[src/rtl/id_stage.sv]
// Registered RV32I/RV64I decode stage: register fields and sign-extended immediate,
// queued in a DEPTH-entry FIFO. Define ID_ILLEGAL_CHECK_EN to build the illegal flag.
module id_stage #(
    parameter int unsigned XLEN   = 32,
    parameter int unsigned REG_AW = 5,
    parameter int unsigned DEPTH  = 2
) (
    input  logic              CLK,
    input  logic              RSTn,
    input  logic              FLUSH,
    input  logic              IN_VALID,
    output logic              IN_READY,
    input  logic [31:0]       IN_INSTR,
    input  logic [XLEN-1:0]   IN_PC,
    output logic              OUT_VALID,
    input  logic              OUT_READY,
    output logic [REG_AW-1:0] OUT_RA1,
    output logic [REG_AW-1:0] OUT_RA2,
    output logic [REG_AW-1:0] OUT_WA,
    output logic [XLEN-1:0]   OUT_IMM,
    output logic [XLEN-1:0]   OUT_PC,
    output logic [2:0]        OUT_FMT,
    output logic              OUT_ILLEGAL
);

    localparam int unsigned PW = $clog2(DEPTH);
    localparam int unsigned CW = $clog2(DEPTH + 1);

    typedef enum logic [2:0] {
        FMT_R = 3'd0,
        FMT_I = 3'd1,
        FMT_S = 3'd2,
        FMT_B = 3'd3,
        FMT_U = 3'd4,
        FMT_J = 3'd5,
        FMT_X = 3'd7
    } fmt_e;

    typedef struct packed {
        logic [REG_AW-1:0] ra1;
        logic [REG_AW-1:0] ra2;
        logic [REG_AW-1:0] wa;
        logic [XLEN-1:0]   imm;
        logic [XLEN-1:0]   pc;
        logic [2:0]        fmt;
`ifdef ID_ILLEGAL_CHECK_EN
        logic              ill;
`endif
    } entry_t;

    entry_t      dec;
    fmt_e        fmt;
    logic [31:0] imm32;
    logic        use_rs1, use_rs2, use_rd;

    always_comb begin
        fmt     = FMT_X;
        imm32   = '0;
        use_rs1 = 1'b0;
        use_rs2 = 1'b0;
        use_rd  = 1'b0;
        case (IN_INSTR[6:0])
            7'b0110011: begin
                fmt = FMT_R; use_rs1 = 1'b1; use_rs2 = 1'b1; use_rd = 1'b1;
            end
            7'b0010011, 7'b0000011, 7'b1100111: begin
                fmt = FMT_I; use_rs1 = 1'b1; use_rd = 1'b1;
                imm32 = {{20{IN_INSTR[31]}}, IN_INSTR[31:20]};
            end
            7'b0100011: begin
                fmt = FMT_S; use_rs1 = 1'b1; use_rs2 = 1'b1;
                imm32 = {{20{IN_INSTR[31]}}, IN_INSTR[31:25], IN_INSTR[11:7]};
            end
            7'b1100011: begin
                fmt = FMT_B; use_rs1 = 1'b1; use_rs2 = 1'b1;
                imm32 = {{19{IN_INSTR[31]}}, IN_INSTR[31], IN_INSTR[7],
                         IN_INSTR[30:25], IN_INSTR[11:8], 1'b0};
            end
            7'b0110111, 7'b0010111: begin
                fmt = FMT_U; use_rd = 1'b1;
                imm32 = {IN_INSTR[31:12], 12'b0};
            end
            7'b1101111: begin
                fmt = FMT_J; use_rd = 1'b1;
                imm32 = {{11{IN_INSTR[31]}}, IN_INSTR[31], IN_INSTR[19:12],
                         IN_INSTR[20], IN_INSTR[30:21], 1'b0};
            end
            default: ;
        endcase

        dec     = '0;
        dec.ra1 = use_rs1 ? IN_INSTR[15 +: REG_AW] : '0;
        dec.ra2 = use_rs2 ? IN_INSTR[20 +: REG_AW] : '0;
        dec.wa  = use_rd  ? IN_INSTR[7 +: REG_AW]  : '0;
        // Signed size cast fills the upper bits on RV64.
        dec.imm = XLEN'($signed(imm32));
        dec.pc  = IN_PC;
        dec.fmt = fmt;
`ifdef ID_ILLEGAL_CHECK_EN
        dec.ill = (IN_INSTR[1:0] != 2'b11) || (fmt == FMT_X) ||
                  ((REG_AW == 4) && ((use_rs1 && IN_INSTR[19]) ||
                                     (use_rs2 && IN_INSTR[24]) ||
                                     (use_rd  && IN_INSTR[11])));
`endif
    end

    entry_t          mem_q [DEPTH];
    entry_t          mem_d [DEPTH];
    logic [PW-1:0]   wr_q, wr_d, rd_q, rd_d;
    logic [CW-1:0]   cnt_q, cnt_d;
    logic            rdy_q, rdy_d;
    logic            push, pop, in_ready, out_valid;
    entry_t          head;

    assign in_ready  = rdy_q && (cnt_q != CW'(DEPTH));
    assign out_valid = (cnt_q != '0);
    assign push      = IN_VALID && in_ready;
    assign pop       = out_valid && OUT_READY;

    always_comb begin
        mem_d = mem_q;
        wr_d  = wr_q;
        rd_d  = rd_q;
        cnt_d = cnt_q;
        rdy_d = 1'b1;
        if (FLUSH) begin
            wr_d  = '0;
            rd_d  = '0;
            cnt_d = '0;
        end else begin
            if (push) begin
                mem_d[wr_q] = dec;
                wr_d        = wr_q + PW'(1);
            end
            if (pop) rd_d = rd_q + PW'(1);
            case ({push, pop})
                2'b10:   cnt_d = cnt_q + CW'(1);
                2'b01:   cnt_d = cnt_q - CW'(1);
                default: cnt_d = cnt_q;
            endcase
        end
    end

    always_ff @(posedge CLK or negedge RSTn) begin
        if (!RSTn) begin
            wr_q  <= '0;
            rd_q  <= '0;
            cnt_q <= '0;
            rdy_q <= 1'b0;
        end else begin
            wr_q  <= wr_d;
            rd_q  <= rd_d;
            cnt_q <= cnt_d;
            rdy_q <= rdy_d;
        end
    end

    // Storage needs no reset: the head is masked whenever the FIFO is empty.
    always_ff @(posedge CLK) begin
        mem_q <= mem_d;
    end

    assign head      = out_valid ? mem_q[rd_q] : '0;
    assign IN_READY  = in_ready;
    assign OUT_VALID = out_valid;
    assign OUT_RA1   = head.ra1;
    assign OUT_RA2   = head.ra2;
    assign OUT_WA    = head.wa;
    assign OUT_IMM   = head.imm;
    assign OUT_PC    = head.pc;
    assign OUT_FMT   = head.fmt;
`ifdef ID_ILLEGAL_CHECK_EN
    assign OUT_ILLEGAL = head.ill;
`else
    assign OUT_ILLEGAL = 1'b0;
`endif

endmodule

[config.mk]
export PLATFORM = sky130hd
export DESIGN_NAME = id_stage
export DESIGN_NICKNAME = d
export VERILOG_FILES = /design/src/rtl/id_stage.sv
export SDC_FILE = /design/constraint.sdc
export NUM_CORES = 1
export LEC_CHECK = 0
export ABC_AREA = 1
export BUFFER_PORTS_ARGS = -buffer_cell sky130_fd_sc_hd__buf_2
export CAP_MARGIN = 40
export CORE_MARGIN = 5
export CORE_UTILIZATION = 50
export CTS_BUF_LIST = sky130_fd_sc_hd__clkbuf_8
export CTS_CLUSTER_DIAMETER = 80
export CTS_CLUSTER_SIZE = 20
export DETAILED_ROUTE_END_ITERATION = 6
export MAX_ROUTING_LAYER = met4
export PLACE_DENSITY = 0.75
export SLEW_MARGIN = 20
export SYNTH_ARGS = -nofsm -noshare
export SYNTH_HDL_FRONTEND = slang
export SYNTH_SLANG_ARGS = --single-unit
[constraint.sdc]
create_clock -name CLK -period 9.9 [get_ports CLK]
set_input_delay 1.98 -clock CLK [delete_from_list [all_inputs] [get_ports CLK]]
set_output_delay 1.98 -clock CLK [all_outputs]
set_load 0.1 [all_outputs]
==> impl_results.md <==
* Status: completed
* Starting Density at 0.5056
* Inserted Clock Buffers at 17
* Ys Warns at 0
* Final RePlAce weighted congestion at about 0.9
* CP top delay family: buffers and inverters
* Power Density at approximately 210 nW/um^2
* WP data arrival at 2.76 ns
* Critical path buffers and inverters at 4
* Yosys top cell area share at 0.6779
* Final core occ at 0.5992
* CP required at 7.92 ns
* Syn_area_per_cell at 10.73 sq um
* Area grow syn2layout at 18.52%
* Simple logic cell fraction of the synthesized area at 0.1907
* Worst Tran Pin Value at 0.7409 ns
* Fin crit share at 0.4785
* Port-buffer cells at 152
* Worst path depth at 6
* Htree depth at 4
* Worst setup EP type: primary output
* DRT Wirelength at 16.32 mm
* Post-synthesis cell type count at 27
* Top cells by area, synth: edfxtp_1, nand2_1, a21oi_1
* Peak VDD IR at 107.8 uV
* CTS tree: yes
* CTS Hold Bufs at 0
* WS Path Type: reg -> out
* Fin cells at 1019
* Area leader, netlist: edfxtp_1
* Most frequent CP cell: buf_4
* Max Clock Freq at between 0.2 and 0.25 GHz
* Hold Slack at between 0.5 and 0.6 ns
* Initial DRT Pass Iterations at 7
* Skew-Pair Late Insertion Delay at ~0.45 ns
* Setup crit start kind: flop
* Die ar. at 17040 sq um
* First-pass GRT wire length at 25.03 mm
* Row cnt at 44
* I/O pin count at between 150 and 200
* Cell Area, Synth at 7264 sq um
* Net load switching power at 742.5 uW
* Flop pwr share at 0.437
* Critical Path End: OUT_IMM[26]
* Clock skew at 0.01017 ns
* Max Cap Violations at 0
* Die W at 130.5 um
* Fin crit period at 4.737 ns
* Hold Path Class: reg -> reg
* Share of cells above drive strength 1 at 0.2470
* Lkg Pwr at 0.003790 uW
* Number of global-route vias before repair at around 5000
* # setup viols final at 0
* Placed insts at 985
* Initial antenna violation count at 1
* Setup_tns at 0 ns
* Wire length per cell at between 15 and 20 um
* R2R Setup Slk at 7.75 ns
* Slowest CP cell: buf_4
* Max-slew violations at 0
* Maximum clock insertion buffer count at 2
* Clock power share at 0.247
* Clock transition at the registers of the reported paths at 0.08 ns
* Max-slew headroom at 0.5060
* CP max stage delay at approximately 0.64 ns
* Tot GR Track Use at 0.1997
* DRC at 0
* Most common cell after layout, fill and taps aside: nand2_1
* Complex-gate fraction of the synthesized area at 0.06786
* Global route total overflow at 0
* Crit. Startpoint: rd_q$_DFFE_PN0P_
* P_int at about 1100 uW
* #FFs+latches synth at 169
* CTS root buffer: clkbuf_8
* Worst r2r path cells at 6
* Starting DRT DRC Count at ~340
* Vias per Instance at between 5 and 6
* Largest net degree at the start of global routing at between 80 and 90
* XOR/XNOR Fraction of Synth Area at 0
* Clock sink total at 169
* Largest family of logic cells by synthesized area: simple AND/OR/NAND/NOR gates
* CP Max Fanout at between 60 and 70
* Vias at 5248
* Die Span Y at 130.5 um
* RSZ-0062 raised after global routing: false
* Crit path cell chain: buf_4 -> inv_2 -> buf_4 -> nand2_1 -> a21oi_1 -> buf_2
* CORE AREA at 14370 sq um
* Sequential share of the synthesized area at 0.6951
* Combinational power share at 0.317
* Post-CTS sizing at 0
* Most frequent cells in the layout: nand2_1, edfxtp_1, buf_2
* # nets final at approximately 900
* Final antenna-violating net count at 0
* Mux cell area share after synthesis at 0
* Setup Fix Bufs, Post-CTS at 0
* Net Count, Synth at 746
* Final hold viol count at 0
* Adder-Cell Fraction of Synth Area at 0
* Post-DP HPWL at 10.74 mm
* Synth Instances at between 600 and 700
* RR Endpoint: mem_q[50]$_DFFE_PP_
* RR Startpoint: cnt_q[0]$_DFFE_PN0P_
* Switching portion of total power at 0.4030
worst min path at each step:
stage	slack [ns]	end	from	cells after the start
6_report	0.58	wr_q$_DFFE_PN0P_	wr_q$_DFFE_PN0P_	2
3_5_place_dp	0.53	wr_q$_DFFE_PN0P_	wr_q$_DFFE_PN0P_	2
2_1_floorplan	0.48	wr_q$_DFFE_PN0P_	wr_q$_DFFE_PN0P_	2
5_1_grt	0.62	wr_q$_DFFE_PN0P_	wr_q$_DFFE_PN0P_	2
4_1_cts	0.60	wr_q$_DFFE_PN0P_	wr_q$_DFFE_PN0P_	2
3_3_place_gp	0.50	wr_q$_DFFE_PN0P_	wr_q$_DFFE_PN0P_	2
kinds of logic (layout without fill, tap and decap cells):
family | after synthesis | count (layout)
compound gates | 98 | 98
simple gates | 335 | 335
buf+inv | 73 | 230
flops | 169 | 169
other cells | 2 | 3
state kept, by name, summed over array words and instances, names as in the netlist:
name,cells
wr_q,1
cnt_q,2
rd_q,1
mem_q,164
rdy_q,1
tightest hold or removal path: cells and delay by family, from the launching register on:
kind | cells | cell delay [ns]
flops | 1 | 0.37
simple gates | 1 | 0.07
compound gates | 1 | 0.09
layout make-up:
type	instances	area, sq um
Multi-Input combinational cell	435	1906
Timing Repair Buffer	161	908.4
Inverter	37	138.9
Clock inverter	15	138.9
Antenna cell	1	2.502
Clock buffer	17	234.0
Sequential cell	169	5051
Fill cell	1218	5759
Tap cell	184	230.2
per-layer routing:
| metal | part of all wire | vias up | GRT usage |
|---|---|---|---|
| met2 | 0.48 | 227 | 0.3107 |
| met5 | 0 | - | - |
| met4 | 0.010 | 0 | 0.05445 |
| met3 | 0.079 | 16 | 0.04837 |
| li1 | - | 2571 | - |
| met1 | 0.43 | 2434 | 0.2659 |
power groups by stage:
stage	Combinational, uW	Clock, uW	Sequential, uW
2_1_floorplan	478	0	822
3_3_place_gp	574	0	821
3_5_place_dp	583	0	821
4_1_cts	584	466	805
5_1_grt	609	496	806
6_report	583	454	805
per-stage QoR:
step	total power, uW	setup WS [ns]	area (sq um)
after floorplan	1300	1.562	7264
after global placement	1395	5.290	8124
after detailed placement	1404	5.263	8207
after CTS	1854	4.742	8579
after global routing	1911	4.970	8610
final	1842	5.163	8610
Yosys cell counts:
| library cell | number |
|---|---|
| nand2_4 | 1 |
| nand4_1 | 2 |
| nor2_4 | 1 |
| o21ai_1 | 1 |
| nand3b_1 | 1 |
| buf_4 | 5 |
| nor3_1 | 2 |
| nor2_1 | 48 |
| conb_1 | 2 |
| dfrtp_1 | 5 |
| nand2_1 | 234 |
| inv_2 | 1 |
| edfxtp_1 | 164 |
| nand3_1 | 36 |
| clkbuf_1 | 9 |
| a21boi_0 | 1 |
| nand2_8 | 1 |
| nand3_2 | 2 |
| buf_6 | 3 |
| nor2_2 | 3 |
| a21oi_1 | 83 |
| o21ai_0 | 13 |
| nand2_2 | 3 |
| buf_1 | 8 |
| buf_2 | 11 |
| nor3_4 | 1 |
| inv_1 | 36 |
No activity file was read; power rests on OpenSTA's default activity.
